[src/rtl/keypad_pkg.sv]
// Shared types and width helpers for the keypad scanner.
package keypad_pkg;

  typedef enum logic [1:0] {
    StScan,
    StDebounce,
    StHold,
    StRelease
  } keypad_state_e;

  // Repeat timing as multiples of the debounce period.
  localparam int unsigned RepeatFirstMult = 16;
  localparam int unsigned RepeatNextMult  = 4;

  function automatic int unsigned cnt_width(input int unsigned scan_cycles,
                                            input int unsigned debounce_cycles);
    int unsigned m;
    m = (scan_cycles > debounce_cycles) ? scan_cycles : debounce_cycles;
    return $clog2(m + 1);
  endfunction

  function automatic int unsigned code_width(input int unsigned rows, input int unsigned cols);
    return $clog2(rows * cols);
  endfunction

  function automatic int unsigned idx_width(input int unsigned n);
    return (n > 1) ? $clog2(n) : 1;
  endfunction

endpackage

[src/rtl/keypad_debounce.sv]
// Saturating stable-level counter; flags the Cycles-th consecutive cycle of 'level'.
module keypad_debounce #(
  parameter int unsigned Cycles = 4096,
  parameter int unsigned CntW   = 13
) (
  input  logic clk,
  input  logic rst_n,
  input  logic clear,
  input  logic level,
  output logic stable
);

  logic [CntW-1:0] cnt_q, cnt_d;

  always_comb begin
    cnt_d = cnt_q;
    if (clear || !level) begin
      cnt_d = '0;
    end else if (cnt_q != '1) begin
      cnt_d = cnt_q + CntW'(1);
    end
  end

  always_ff @(posedge clk or negedge rst_n) begin
    if (!rst_n) begin
      cnt_q <= '0;
    end else begin
      cnt_q <= cnt_d;
    end
  end

  // Combinational so the caller can act on the same cycle the count completes.
  assign stable = level && !clear && (cnt_q >= CntW'(Cycles - 1));

endmodule

[src/rtl/keypad_scanner.sv]
// Matrix keypad scanner with debounce, ready/valid key output and sticky overrun.
// Optional auto-repeat while held is enabled by defining KEYPAD_REPEAT_EN.
module keypad_scanner
  import keypad_pkg::*;
#(
  parameter int unsigned ROWS            = 4,
  parameter int unsigned COLS            = 4,
  parameter int unsigned SCAN_CYCLES     = 1024,
  parameter int unsigned DEBOUNCE_CYCLES = 4096
) (
  input  logic                          CLK,
  input  logic                          RESET_N,
  input  logic                          EN,
  input  logic [ROWS-1:0]               ROW_IN,
  output logic [COLS-1:0]               COL_OUT,
  output logic [$clog2(ROWS*COLS)-1:0]  KEY_CODE,
  output logic                          KEY_VALID,
  input  logic                          KEY_READY,
  output logic                          KEY_HELD,
  output logic                          OVERRUN
);

  localparam int unsigned CW   = code_width(ROWS, COLS);
  localparam int unsigned CntW = cnt_width(SCAN_CYCLES, DEBOUNCE_CYCLES);
  localparam int unsigned RowW = idx_width(ROWS);
  localparam int unsigned ColW = idx_width(COLS);

  keypad_state_e   state_q, state_d;
  logic [ColW-1:0] col_q, col_d, next_col;
  logic [RowW-1:0] row_q, row_d, low_row;
  logic [CntW-1:0] scan_cnt_q, scan_cnt_d;
  logic [CW-1:0]   code_q, code_d;
  logic            valid_q, valid_d;
  logic            overrun_q, overrun_d;
  logic            row_level, deb_clear, deb_level, deb_done;
  logic            key_load, rpt_fire;

  assign row_level = ROW_IN[row_q];
  assign next_col  = (col_q == ColW'(COLS - 1)) ? '0 : col_q + ColW'(1);

  // Lowest-index active row wins when several are pressed.
  always_comb begin
    low_row = '0;
    for (int i = int'(ROWS) - 1; i >= 0; i--) begin
      if (ROW_IN[i]) low_row = RowW'(i);
    end
  end

  // One counter serves both press (row high) and release (row low) qualification.
  assign deb_clear = !EN || !(state_q == StDebounce || state_q == StRelease);
  assign deb_level = (state_q == StRelease) ? !row_level : row_level;

  keypad_debounce #(
    .Cycles (DEBOUNCE_CYCLES),
    .CntW   (CntW)
  ) u_debounce (
    .clk    (CLK),
    .rst_n  (RESET_N),
    .clear  (deb_clear),
    .level  (deb_level),
    .stable (deb_done)
  );

`ifdef KEYPAD_REPEAT_EN
  localparam int unsigned RptFirst = RepeatFirstMult * DEBOUNCE_CYCLES;
  localparam int unsigned RptNext  = RepeatNextMult * DEBOUNCE_CYCLES;
  localparam int unsigned RptW     = $clog2(RptFirst + 1);

  logic [RptW-1:0] rpt_cnt_q, rpt_cnt_d;

  assign rpt_fire = (state_q == StHold) && (rpt_cnt_q == RptW'(RptFirst - 1));

  // After a repeat, rewind so the next one lands RptNext cycles later.
  always_comb begin
    if (!EN || state_q != StHold) begin
      rpt_cnt_d = '0;
    end else if (rpt_fire) begin
      rpt_cnt_d = RptW'(RptFirst - RptNext);
    end else begin
      rpt_cnt_d = rpt_cnt_q + RptW'(1);
    end
  end

  always_ff @(posedge CLK or negedge RESET_N) begin
    if (!RESET_N) begin
      rpt_cnt_q <= '0;
    end else begin
      rpt_cnt_q <= rpt_cnt_d;
    end
  end
`else
  assign rpt_fire = 1'b0;
`endif

  always_ff @(posedge CLK or negedge RESET_N) begin
    if (!RESET_N) begin
      state_q    <= StScan;
      col_q      <= '0;
      row_q      <= '0;
      scan_cnt_q <= '0;
    end else begin
      state_q    <= state_d;
      col_q      <= col_d;
      row_q      <= row_d;
      scan_cnt_q <= scan_cnt_d;
    end
  end

  always_comb begin
    state_d    = state_q;
    col_d      = col_q;
    row_d      = row_q;
    scan_cnt_d = scan_cnt_q;
    key_load   = 1'b0;
    if (!EN) begin
      state_d    = StScan;
      col_d      = '0;
      scan_cnt_d = '0;
    end else begin
      unique case (state_q)
        StScan: begin
          if (scan_cnt_q >= CntW'(SCAN_CYCLES - 1)) begin
            scan_cnt_d = '0;
            if (|ROW_IN) begin
              state_d = StDebounce;
              row_d   = low_row;
            end else begin
              col_d = next_col;
            end
          end else if (scan_cnt_q != '1) begin
            scan_cnt_d = scan_cnt_q + CntW'(1);
          end
        end
        StDebounce: begin
          if (!row_level) begin
            state_d = StScan;
            col_d   = next_col;
          end else if (deb_done) begin
            state_d  = StHold;
            key_load = 1'b1;
          end
        end
        StHold: begin
          if (!row_level) begin
            state_d = StRelease;
          end else if (rpt_fire) begin
            key_load = 1'b1;
          end
        end
        StRelease: begin
          if (row_level) begin
            state_d = StHold;
          end else if (deb_done) begin
            state_d = StScan;
            col_d   = next_col;
          end
        end
        default: state_d = StScan;
      endcase
    end
  end

  // A handshake in the same cycle as a load frees the slot, so no overrun.
  always_comb begin
    code_d    = code_q;
    valid_d   = valid_q;
    overrun_d = overrun_q;
    if (valid_q && KEY_READY) valid_d = 1'b0;
    if (key_load) begin
      if (!valid_q || KEY_READY) begin
        code_d  = CW'(int'(row_q) * int'(COLS) + int'(col_q));
        valid_d = 1'b1;
      end else begin
        overrun_d = 1'b1;
      end
    end
  end

  always_ff @(posedge CLK or negedge RESET_N) begin
    if (!RESET_N) begin
      code_q    <= '0;
      valid_q   <= 1'b0;
      overrun_q <= 1'b0;
    end else begin
      code_q    <= code_d;
      valid_q   <= valid_d;
      overrun_q <= overrun_d;
    end
  end

  always_comb begin
    COL_OUT   = EN ? (COLS'(1) << col_q) : '0;
    KEY_HELD  = (state_q == StHold) || (state_q == StRelease);
    KEY_CODE  = code_q;
    KEY_VALID = valid_q;
    OVERRUN   = overrun_q;
  end

endmodule

[config.mk]
export PLATFORM = sky130hd
export DESIGN_NAME = keypad_scanner
export DESIGN_NICKNAME = d
export VERILOG_FILES = /design/src/rtl/keypad_pkg.sv /design/src/rtl/keypad_debounce.sv /design/src/rtl/keypad_scanner.sv
export SDC_FILE = /design/constraint.sdc
export NUM_CORES = 1
export LEC_CHECK = 0
export CORE_MARGIN = 5
export CORE_UTILIZATION = 40
export CTS_CLUSTER_DIAMETER = 100
export DETAILED_ROUTE_END_ITERATION = 16
export GPL_TIMING_DRIVEN = 0
export MAX_ROUTING_LAYER = met4
export PLACE_DENSITY = 0.7
export SKIP_CTS_REPAIR_TIMING = 1
export SLEW_MARGIN = 20
export SYNTH_ARGS = -nofsm -noshare
export SYNTH_HDL_FRONTEND = slang
export SYNTH_SLANG_ARGS = --single-unit
[constraint.sdc]
create_clock -name CLK -period 2.9 [get_ports CLK]
set_input_delay 0.58 -clock CLK [delete_from_list [all_inputs] [get_ports CLK]]
set_output_delay 0.58 -clock CLK [all_outputs]
set_load 0.01 [all_outputs]
Word-level counts from Yosys, hierarchy flattened
Index checks and enable logic that the tools add are counted.
Widths: inputs -> output; s select.
{ "classes": {"bitwise": 1, "mux": 38, "n_addsub": 4, "reduce_logical": 23, "order_cmp": 3, "n_shift": 1, "eq_ne": 18} }
{ "op_table": {"columns": ["cell", "n"], "rows": [
  ["$mux 13", 6],
  ["$mux 2", 19],
  ["$add 13x1->13 const B", 2],
  ["$ne 13x13->1 const B", 2],
  ["$ne 3x3->1 const B", 7],
  ["$ge 13x10->1 const B", 1],
  ["$ge 13x12->1 const B", 1],
  ["$mux 1", 9],
  ["$ne 4x4->1 const B", 2],
  ["$pmux 2 s4", 1],
  ["$eq 2x2->1 const B", 3],
  ["$logic_not 1->1", 6],
  ["$pmux 2 s3", 1],
  ["$reduce_and 2->1", 3],
  ["$reduce_and 6->1", 1],
  ["$logic_or 1x1->1", 5],
  ["$reduce_and 5->1", 1],
  ["$add 4x2->4", 1],
  ["$mux 4", 1],
  ["$ne 4x1->1 const B", 1],
  ["$reduce_and 4->1", 1],
  ["$reduce_or 4->1", 1],
  ["$shl 1x2->4 const A", 1],
  ["$logic_and 1x1->1", 3],
  ["9 further kinds", 9]
]} }
{ "totals": {"wordCells": 96, "output_inout_bits": 11, "register_bits": 38, "input_bits": 8} }

Depth between registers and ports, before layout
Gate-level depths: netlist (run 1).
{ "logic_depth": {"word_depth": 12, "mapped_depth": 9, "ltp_nobuf": 8} }

Modules after synthesis
From an unflattened synthesis (run 1), not the netlist that was laid out.
{ "unflattened": {"hier_cells": 232, "hier_area_um2": 2282.2} }
{ "by_module_without_submodules": {"columns": ["module", "seq_area_each_um2", "cells_per_inst", "instances", "area_per_inst_um2"], "rows": [
  ["keypad_scanner", 625.6, 156, 1, 1561.5],
  ["keypad_debounce", 325.3, 76, 1, 720.7]
]} }

Worst setup path before layout (run 1)
Ideal clock, no wire load.
{ "synth_timing": {"path_type": "input to register", "start": "input port ROW_IN[3]", "end": "register code_q[0], in the netlist KEY_CODE[0]", "arrival_ns": 2.106, "setup_ns": 0.125, "n_path_buf": 0, "required_ns": 2.775, "setup_slack_ns": 0.669, "cell_stages": 6, "cell_sequence": "mux4_2 > xor2_2 > nand3_2 > nor3_2 > and2_4 > mux2_4"} }
{ "synth_via": {"elab_chain_cells": 11} }
{ "synth_rtl": {"columns": ["item", "line", "text"], "rows": [
  ["start: declaration", "keypad_scanner.sv:14", "input logic [ROWS-1:0] ROW_IN,"],
  ["$bmux 1 s2 (*)", "keypad_scanner.sv:38", "assign row_level = ROW_IN[row_q];"],
  ["$mux 1 (not written as such) (*)", "keypad_scanner.sv:38", null],
  ["$logic_not 1->1", null, null],
  ["$mux 1", "keypad_scanner.sv:51", "assign deb_level = (state_q == StRelease) ? !row_level : row_level;"],
  ["$logic_and 1x1->1 (2 in series)", "keypad_debounce.sv:33", "assign stable = level && !clear && (cnt_q >= CntW'(Cycles - 1));"],
  ["$mux 1", "keypad_scanner.sv:138", "end else if (deb_done) begin"],
  ["$mux 1 (*)", "keypad_scanner.sv:135", "if (!row_level) begin"],
  ["$mux 1 (*)", null, null],
  ["$mux 1 (*)", "keypad_scanner.sv:115", "if (!EN) begin"],
  ["$reduce_and 2->1 (no line) (*)", null, null],
  ["end signal: assignment", "keypad_scanner.sv:185", "code_q <= code_d;"],
  ["end: declaration", "keypad_scanner.sv:32", "logic [CW-1:0] code_q, code_d;"]
]} }
Mark *: on every way between the ends. The rest lies on a longest branch, timed or not. The select of a mux whose other input is x is not followed.
A chain may end at the register's enable or synchronous reset.

Worst setup path after layout (run 1)
{ "layout_timing": {"start": "input port ROW_IN[0]", "end": "register code_q[0], in the netlist KEY_CODE[0]"} }
The elaborated chain is that of the path after synthesis.

==> results of run 1 <==
==> layer usage <==
layer / track usage (%) / vias to the layer above
met5: - / -
met4: 5.98 / 0
met3: 2.74 / 7
met2: 20.4 / 38
met1: 16.4 / 713
li1: - / 771
==> layout by cell type, fill, tap and decap left out, types with 3 or more instances in the layout <==
| cell | count |
|---|---|
| dfrtp_1 | 38 |
| nor2_1 | 32 |
| nand2_1 | 21 |
| clkdlybuf4s50_1 | 16 |
| xor2_1 | 11 |
| nand3_1 | 10 |
| ha_1 | 10 |
| inv_1 | 8 |
| a21oi_1 | 7 |
| mux2i_1 | 7 |
| nand4_1 | 6 |
| clkbuf_8 | 6 |
| and2_1 | 5 |
| xnor2_1 | 5 |
| clkbuf_1 | 4 |
| a31oi_1 | 4 |
| nand2b_1 | 4 |
| mux2_4 | 4 |
| buf_2 | 3 |
| and3_1 | 3 |
| nor3_1 | 3 |
==> layout make-up <==
class	instances	area, sq um
Multi-Input combinational cell	158	1070
Sequential cell	38	951
Fill cell	485	2630
Timing Repair Buffer	18	193
Clock buffer	7	86.3
Clock inverter	1	5.00
Tap cell	70	87.6
Inverter	8	30.0
Buffer	6	25.0
==> through the flow <==
stage	util, %	power [W]	hold slack [ns]	setup slack (ns)
after floorplan	-	0.000570	0.284	0.669
after global placement	45.9	0.000597	0.461	0.0523
after detailed placement	46.4	0.000602	0.447	0.0459
after CTS	48.2	0.000979	0.226	0.360
after global routing	48.2	0.00100	0.231	0.258
final	48.2	0.000963	0.210	0.354
==> cell usage after synthesis (3+ instances only) <==
cell / n
and3_1: 3
a31oi_1: 4
nand4_1: 6
nand2_1: 21
nand3_1: 10
dfrtp_1: 38
xnor2_1: 5
ha_1: 10
mux2i_1: 7
mux2_4: 4
nor2_1: 32
xor2_1: 11
inv_1: 8
clkbuf_1: 3
nand2b_1: 4
and2_1: 5
a21oi_1: 7
nor3_1: 3
==> power by group through the flow <==
stage / combinational [W] / clock [W] / sequential (W)
floorplan: 0.0000229 / 0 / 0.000547
global placement: 0.0000493 / 0 / 0.000548
detailed placement: 0.0000536 / 0 / 0.000548
CTS: 0.0000541 / 0.000388 / 0.000537
global route: 0.0000596 / 0.000407 / 0.000538
finish: 0.0000521 / 0.000373 / 0.000538
==> worst paths after layout <==
kind / start / end / cells after the start
worst max-delay path: ROW_IN[0] / KEY_CODE[0] / 7
worst min-delay path: RESET_N / scan_cnt_q[12] / 1
worst max register to register: row_q[0] / KEY_CODE[0] / 6
worst min register to register: OVERRUN / OVERRUN / 2
max in group asynchronous: RESET_N / u_debounce.cnt_q[2] / 2
min in group CLK: OVERRUN / OVERRUN / 2
==> registers in the layout, summed over array words and instances (netlist names) <==
name and cells:
KEY_VALID 1, OVERRUN 1, col_q 2, row_q 2
KEY_CODE 4, state_q 2, u_debounce.cnt_q 13, scan_cnt_q 13
==> worst register-to-register path, cell delays in order (launching register included) <==
cell and delay, ns:
dfrtp_1 0.39, mux4_2 0.61, xor2_2 0.17, nand3_2 0.18
nor3_2 0.23, and2_4 0.21, mux2_4 0.30
==> kinds of logic (layout without fill, tap and decap cells) <==
logic type	after synthesis	count (layout)	share of synthesized area, %
simple gates	95	95	22.5
compound gates	24	24	7.97
mux	12	12	7.37
buf+inv	14	40	2.66
xor+xnor	17	17	7.55
fa+ha+maj	10	10	6.04
flops	38	38	45.9
==> impl_metrics.csv, run 1 <==
group,metric,value,unit
outcome,status,"complete, no violations",
synth,async_flop_share,100,%
worst_setup_path,path_delay_family,"multiplexers",
sta,tightest_slew,0.469,ns
job,cap_violations,0,
pwr,p_leak,1.07,nW
detailed_routing,vias,1529,
floorplan,num_rows,26,
synth,yosys-top-cells-area,"dfrtp_1 (46%), ha_1 (6.0%), nor2_1 (5.8%)",
global_route,grt_antenna_before_repair,0,
detailed_routing,antenna_left,0,
placement,placed_area,2350,sq um
detailed_routing,dr_wl_met2,1730,microns
floorplan,initial_core_util,40.8,%
hold_path,hp-class,"in2async",
cells_and_area,diodes,0,
synth,yosys.area.top_type,"dfrtp_1",
detailed_routing,highest_layer,"met4",
worst_setup_path,cp-end-kind,"flop",
synth,synth_cells,210,
detailed_routing,wl_met1,1840,microns
sta,fin_tns_setup,0,ns
pwr,power_frac_comb,5.4,%
pwr,cellPowerDensity,394,nW/um^2
synth,syn-cell-area,2070,sq um
synth,yosysTopAreaCellShare,45.9,%
worst_setup_path,path_cells,"clkdlybuf4s50_1, mux4_2, xor2_2, nand3_2, nor3_2, and2_4, mux2_4",
synth,ys_warn_count,0,
clock_tree,max-clock-path-buffers,2,
detailed_routing,first_iter_violations,55,
worst_setup_path,cp_num_buf_inv,1,
floorplan,design.core.area,5070,sq um
worst_setup_path,start_kind,"input port",
pwr,clkPwrFrac,38.7,%
placement,place_inst,298,
sta,setup_viol,0,
sta,slew_headroom,68.6,%
worst_setup_path,crit_fanout,8,
pwr,sequentialPowerShare,55.9,%
synth,ys.flop_type,"dfrtp_1",
global_route,overflow,0,
clock_tree,cts.clk_slew.worst_paths,0.07,ns
worst_setup_path,r2r_setup_slack,0.70,ns
synth,synth-seq-cells,38,
worst_setup_path,critPathSlowestCell,"mux4_2",
floorplan,ios,19,
worst_setup_path,crit_arrival,2.72,ns
detailed_routing,post_drt_wl_per_cell,12.4,microns
pwr,switchingPower,0.000216,W
synth,yosysSeqAreaShare,45.9,%
floorplan,dieArea,6720,sq um
floorplan,die_h,82.0,microns
placement,dp_hpwl,2760,microns
global_route,grt_usage,13.1,%
sta,rsz0062_at_grt,"false",
clock_tree,clkLatencyLatePin,0.29,ns
worst_setup_path,cp.required,3.08,ns
sta,finClkSkew,0.00436,ns
detailed_routing,via_per_inst,5.00,
cells_and_area,drive_gt1_share,9.75,%
clock_tree,cts_sinks,38,
pwr,p_int,0.000747,W
cells_and_area,layout.cells.non_filler,306,
detailed_routing,wirelength,3800,microns
sta,max_freq,393,MHz
sta,hold_viol,0,
worst_setup_path,critPathKind,"in2reg",
floorplan,fp.dieW,82.0,microns
clock_tree,cts-root-buf,"clkbuf_8",
cells_and_area,finalNetCount,253,
detailed_routing,post-route-drc-count,0,
pwr,swShare,22.4,%
sta,period_needed,2.55,ns
placement,gp_congestion,0.841,
pwr,peakVddDrop,0.000213,V
global_route,grt_pass1_vias,1492,
synth,synth-edff-count,0,
clock_tree,cts_tree,"built",
synth,ys_types,40,
cells_and_area,area_growth,17.9,%
clock_tree,h-tree-depth,2,
clock_tree,numCtsBuffers,5,
sta,maxSlewViolCount,0,
cells_and_area,fin_area,2440,sq um
placement,port_buffers,17,
global_route,grt_pass1_wl,6620,microns
global_route,grt_max_degree,25,
sta,finalCritPeriodShare,87.8,%
detailed_routing,met3WireLength,146,microns
synth,synth_nets,228,
worst_setup_path,cpPeakStageDelay,0.58,ns
synth,synth_area_per_cell,9.87,sq um
detailed_routing,dr.pass1.iters,4,
No activity file was read; power rests on OpenSTA's default activity.
==> run 2, diff against run 1 <==
--- a/config.mk
+++ b/config.mk
@@ -11,7 +11,6 @@
 export DETAILED_ROUTE_END_ITERATION = 16
 export GPL_TIMING_DRIVEN = 0
 export MAX_ROUTING_LAYER = met4
-export PLACE_DENSITY = 0.7
 export SKIP_CTS_REPAIR_TIMING = 1
 export SLEW_MARGIN = 20
 export SYNTH_ARGS = -nofsm -noshare
==> run 2 against run 1 <==
Compared with the run above:
- clock skew about the same
- die area stayed put
- largest power group unchanged
- critical path type unchanged
- routed wire length down 2.7%
==> impl_metrics.csv, run 2 (synthesized netlist as in run 1, its figures left out) <==
group,metric,value,unit
clock_tree,max-clock-path-buffers,2,
sta,setup_viol,0,
cells_and_area,drive_gt1_share,9.75,%
detailed_routing,vias,1476,
worst_setup_path,critPathKind,"in2reg",
placement,placed_area,2350,sq um
cells_and_area,area_growth,17.9,%
placement,dp_slack,0.0331,ns
clock_tree,h-tree-depth,2,
floorplan,die_h,82.0,microns
sta,period_needed,2.56,ns
sta,layout_setup_ws,0.345,ns
sta,max_freq,391,MHz
detailed_routing,dr.pass1.iters,4,
sta,hold_viol,0,
worst_setup_path,critPathSlowestCell,"mux4_2",
worst_setup_path,start_kind,"input port",
floorplan,num_rows,26,
global_route,overflow,0,
floorplan,ios,19,
global_route,grt_pass1_wl,6660,microns
floorplan,initial_core_util,40.8,%
global_route,grt_pass1_vias,1461,
worst_setup_path,crit_fanout,8,
detailed_routing,first_iter_violations,82,
floorplan,dieArea,6720,sq um
worst_setup_path,worst_r2r_startpoint,"row_q[0]",
floorplan,fp.dieW,82.0,microns
worst_setup_path,cp_num_buf_inv,1,
cells_and_area,finalNetCount,253,
worst_setup_path,r2r_cells,6,
cells_and_area,final_common_cell,"dfrtp_1",
clock_tree,cts-root-buf,"clkbuf_8",
worst_setup_path,path_depth,7,
clock_tree,clkLatencyLatePin,0.28,ns
pwr,cellPowerDensity,391,nW/um^2
global_route,grt_max_degree,23,
detailed_routing,via_per_inst,4.82,
detailed_routing,post-route-drc-count,0,
worst_setup_path,cp.required,3.07,ns
global_route,grt_usage,13.2,%
sta,rsz0062_at_grt,"false",
sta,slew_headroom,67.5,%
clock_tree,numCtsBuffers,5,
sta,tightest_slew,0.486,ns
sta,maxSlewViolCount,0,
hold_path,hp-class,"in2async",
worst_setup_path,cp-end-kind,"flop",
sta,finClkSkew,0.00457,ns
sta,whs,0.228,ns
clock_tree,cts_tree,"built",
floorplan,design.core.area,5070,sq um
placement,gp_congestion,0.841,
worst_setup_path,rr_endpoint,"KEY_CODE[3]",
placement,dp_hpwl,2700,microns
detailed_routing,wirelength,3700,microns
detailed_routing,antenna_left,0,
worst_setup_path,crit_arrival,2.72,ns
worst_setup_path,r2r_setup_slack,0.69,ns
pwr,p_leak,1.07,nW
sta,finalCritPeriodShare,88.1,%
sta,fin_tns_setup,0,ns
worst_setup_path,path_cells,"clkdlybuf4s50_1, mux4_2, xor2_2, nand3_2, nor3_2, and2_4, mux2_4",
cells_and_area,fin_area,2440,sq um
job,cap_violations,0,
global_route,grt_antenna_before_repair,0,
worst_setup_path,path_delay_family,"multiplexers",
detailed_routing,post_drt_wl_per_cell,12.1,microns
clock_tree,cts.clk_slew.worst_paths,0.07,ns
cells_and_area,final_cell_mix,"dfrtp_1 (38), nor2_1 (32), nand2_1 (21)",
outcome,status,"complete, no violations",
worst_setup_path,cpPeakStageDelay,0.58,ns
pwr,peakVddDrop,0.000187,V
placement,port_buffers,17,
cells_and_area,diodes,0,
clock_tree,cts_sinks,38,
run 2: cell counts in the layout (fill, tap and decap cells not counted):
No cell type changed its count.
run 2: worst reg2reg max path, cell delays in order, from the launching register on:
cell	delay, ns
dfrtp_1	0.39
mux4_2	0.62
xor2_2	0.17
nand3_2	0.17
nor3_2	0.24
and2_4	0.21
mux2_4	0.30
run 2: per-layer routing:
metal  up-vias  share of wire, %  wire, microns  track usage (%)
met1       674                52           1920             18.4
met3         7               2.9            106             2.74
met4         0               1.4             53             5.32
met2        20                44           1620             18.7
met5         -                 0              0                -
li1        775                 -              -                -
run 2: stage by stage:
stage	utilization, %	power, W	cells
floorplan	-	0.000570	210
global placement	45.9	0.000598	297
detailed placement	46.4	0.000601	298
CTS	48.2	0.000973	306
global route	48.2	0.00100	306
finish	48.2	0.000956	306
run 2: worst max path at each step:
stage                    from          end  slack (ns)
floorplan           ROW_IN[3]  KEY_CODE[0]        0.67
global placement    ROW_IN[0]  KEY_CODE[0]        0.05
detailed placement  ROW_IN[0]  KEY_CODE[1]        0.03
CTS                 ROW_IN[0]  KEY_CODE[1]        0.32
global route        ROW_IN[0]  KEY_CODE[2]        0.20
finish              ROW_IN[0]  KEY_CODE[3]        0.34
run 2: final cells by class:
cell class / instances / area, sq um
Timing Repair Buffer: 18 / 193
Fill cell: 484 / 2630
Sequential cell: 38 / 951
Clock inverter: 1 / 5.00
Buffer: 6 / 25.0
Multi-Input combinational cell: 158 / 1070
Inverter: 8 / 30.0
Tap cell: 70 / 87.6
Clock buffer: 7 / 86.3
run 2: power breakdown:
part           internal, W  switching (W)
clock network     0.000192       0.000175
logic            0.0000222      0.0000297
registers         0.000533     0.00000454
==> run 3, diff against run 2 <==
--- a/config.mk
+++ b/config.mk
@@ -5,7 +5,6 @@
 export SDC_FILE = /design/constraint.sdc
 export NUM_CORES = 1
 export LEC_CHECK = 0
-export CORE_MARGIN = 5
 export CORE_UTILIZATION = 40
 export CTS_CLUSTER_DIAMETER = 100
 export DETAILED_ROUTE_END_ITERATION = 16
==> run 3 against run 2 <==
Compared with the run above:
- register-to-register slack got worse by 0.02 ns
- critical path depth unchanged
- sequential share of layout area increased by 0.060 points
- largest cell class unchanged
- via count increased by 2.1%
- die area decreased by 19%
- largest power group unchanged
==> impl_metrics.csv, run 3 (synthesized netlist as in run 1, its figures left out) <==
group,metric,value,unit
outcome,status,"complete, no violations",
global_route,grt_antenna_before_repair,0,
global_route,overflow,0,
floorplan,die_h,74.0,microns
clock_tree,numCtsBuffers,5,
clock_tree,cts_tree,"built",
floorplan,num_rows,25,
sta,period_needed,2.56,ns
placement,dp_hpwl,2630,microns
job,cap_violations,0,
sta,maxSlewViolCount,0,
cells_and_area,fill_cells,457,
sta,hold_viol,0,
placement,dp_slack,0.0333,ns
placement,port_buffers,17,
sta,finalCritPeriodShare,88.4,%
sta,max_freq,390,MHz
placement,placed_area,2350,sq um
detailed_routing,dr.pass1.iters,4,
cells_and_area,drive_gt1_share,9.75,%
cells_and_area,area_growth,17.8,%
clock_tree,clkLatencyLatePin,0.29,ns
sta,finClkSkew,0.00859,ns
floorplan,dieArea,5470,sq um
sta,whs,0.216,ns
detailed_routing,antenna_left,0,
detailed_routing,via_per_inst,4.97,
floorplan,design.core.area,4850,sq um
detailed_routing,first_iter_violations,49,
clock_tree,max-clock-path-buffers,2,
worst_setup_path,cp.required,3.07,ns
worst_setup_path,start_kind,"input port",
sta,fin_tns_setup,0,ns
worst_setup_path,critPathKind,"in2reg",
pwr,p_leak,1.07,nW
cells_and_area,fin_area,2440,sq um
global_route,grt_usage,16.0,%
sta,slew_headroom,65.3,%
cells_and_area,diodes,0,
sta,rsz0062_at_grt,"false",
floorplan,initial_core_util,42.7,%
cells_and_area,layout.cells.non_filler,303,
worst_setup_path,crit_start,"ROW_IN[0]",
clock_tree,cts_sinks,38,
hold_path,hp-class,"in2async",
clock_tree,cts-root-buf,"clkbuf_8",
sta,layout_setup_ws,0.335,ns
worst_setup_path,cp-end-kind,"flop",
placement,place_inst,295,
floorplan,fp.dieW,74.0,microns
cells_and_area,final_cell_mix,"dfrtp_1 (38), nor2_1 (32), nand2_1 (21)",
worst_setup_path,worst_r2r_startpoint,"row_q[0]",
placement,gp_congestion,0.843,
global_route,grt_pass1_vias,1412,
detailed_routing,post-route-drc-count,0,
floorplan,ios,19,
detailed_routing,wirelength,3680,microns
global_route,grt_max_degree,24,
clock_tree,cts.clk_slew.worst_paths,0.08,ns
worst_setup_path,crit_fanout,8,
detailed_routing,vias,1507,
pwr,peakVddDrop,0.000290,V
cells_and_area,multi_input_comb_area,1070,sq um
sta,tightest_slew,0.518,ns
worst_setup_path,crit_arrival,2.73,ns
cells_and_area,finalNetCount,253,
cells_and_area,seq_area,951,sq um
sta,setup_viol,0,
detailed_routing,post_drt_wl_per_cell,12.2,microns
pwr,cellPowerDensity,395,nW/um^2
global_route,grt_pass1_wl,6410,microns
clock_tree,h-tree-depth,2,
cells_and_area,final_common_cell,"dfrtp_1",
## run 3: cell counts in the layout (fill, tap and decap cells not counted)
No cell type changed its count.
## run 3: area by class of cell
type,instances,area share (%)
inverters,8,1.23
flip-flops and latches,38,39.0
clock inverters,1,0.205
well taps,67,3.44
multi-input cells,158,43.7
plain buffers,6,1.03
repair buffers,18,7.90
clock buffers,7,3.54
## run 3: layer usage
layer	vias to the layer above	GRT usage (%)	part of all wire, %
met5	-	-	0
met4	0	5.77	0.62
met3	2	4.07	4.4
met2	37	22.8	43
met1	695	22.0	52
li1	773	-	-
## run 3: where the power goes
group          total [W]  switching (W)  internal, W
Combinational  0.0000521      0.0000299    0.0000222
Clock           0.000373       0.000181     0.000192
Sequential      0.000538     0.00000477     0.000533
Total           0.000963       0.000216     0.000747
## run 3: through the flow
stage | util [%] | total power (W)
2_1_floorplan | - | 0.000570
3_3_place_gp | 48.0 | 0.000598
3_5_place_dp | 48.4 | 0.000602
4_1_cts | 50.3 | 0.000978
5_1_grt | 50.3 | 0.00101
6_report | 50.3 | 0.000963
## run 3: critical path, cell delays in order
cell and delay (ns):
clkdlybuf4s50_1 0.46, mux4_2 0.58, xor2_2 0.17, nand3_2 0.18, nor3_2 0.24, and2_4 0.21, mux2_4 0.30
## run 3: path summary, 6_finish.rpt
kind                            endpoint  slack (ns)  cells past startpoint
max                          KEY_CODE[0]        0.34                      7
min                        scan_cnt_q[8]        0.22                      1
max reg2reg                  KEY_CODE[0]        0.67                      6
min reg2reg                      OVERRUN        0.47                      2
max in group asynchronous      KEY_VALID        2.23                      2
min in group CLK                 OVERRUN        0.47                      2
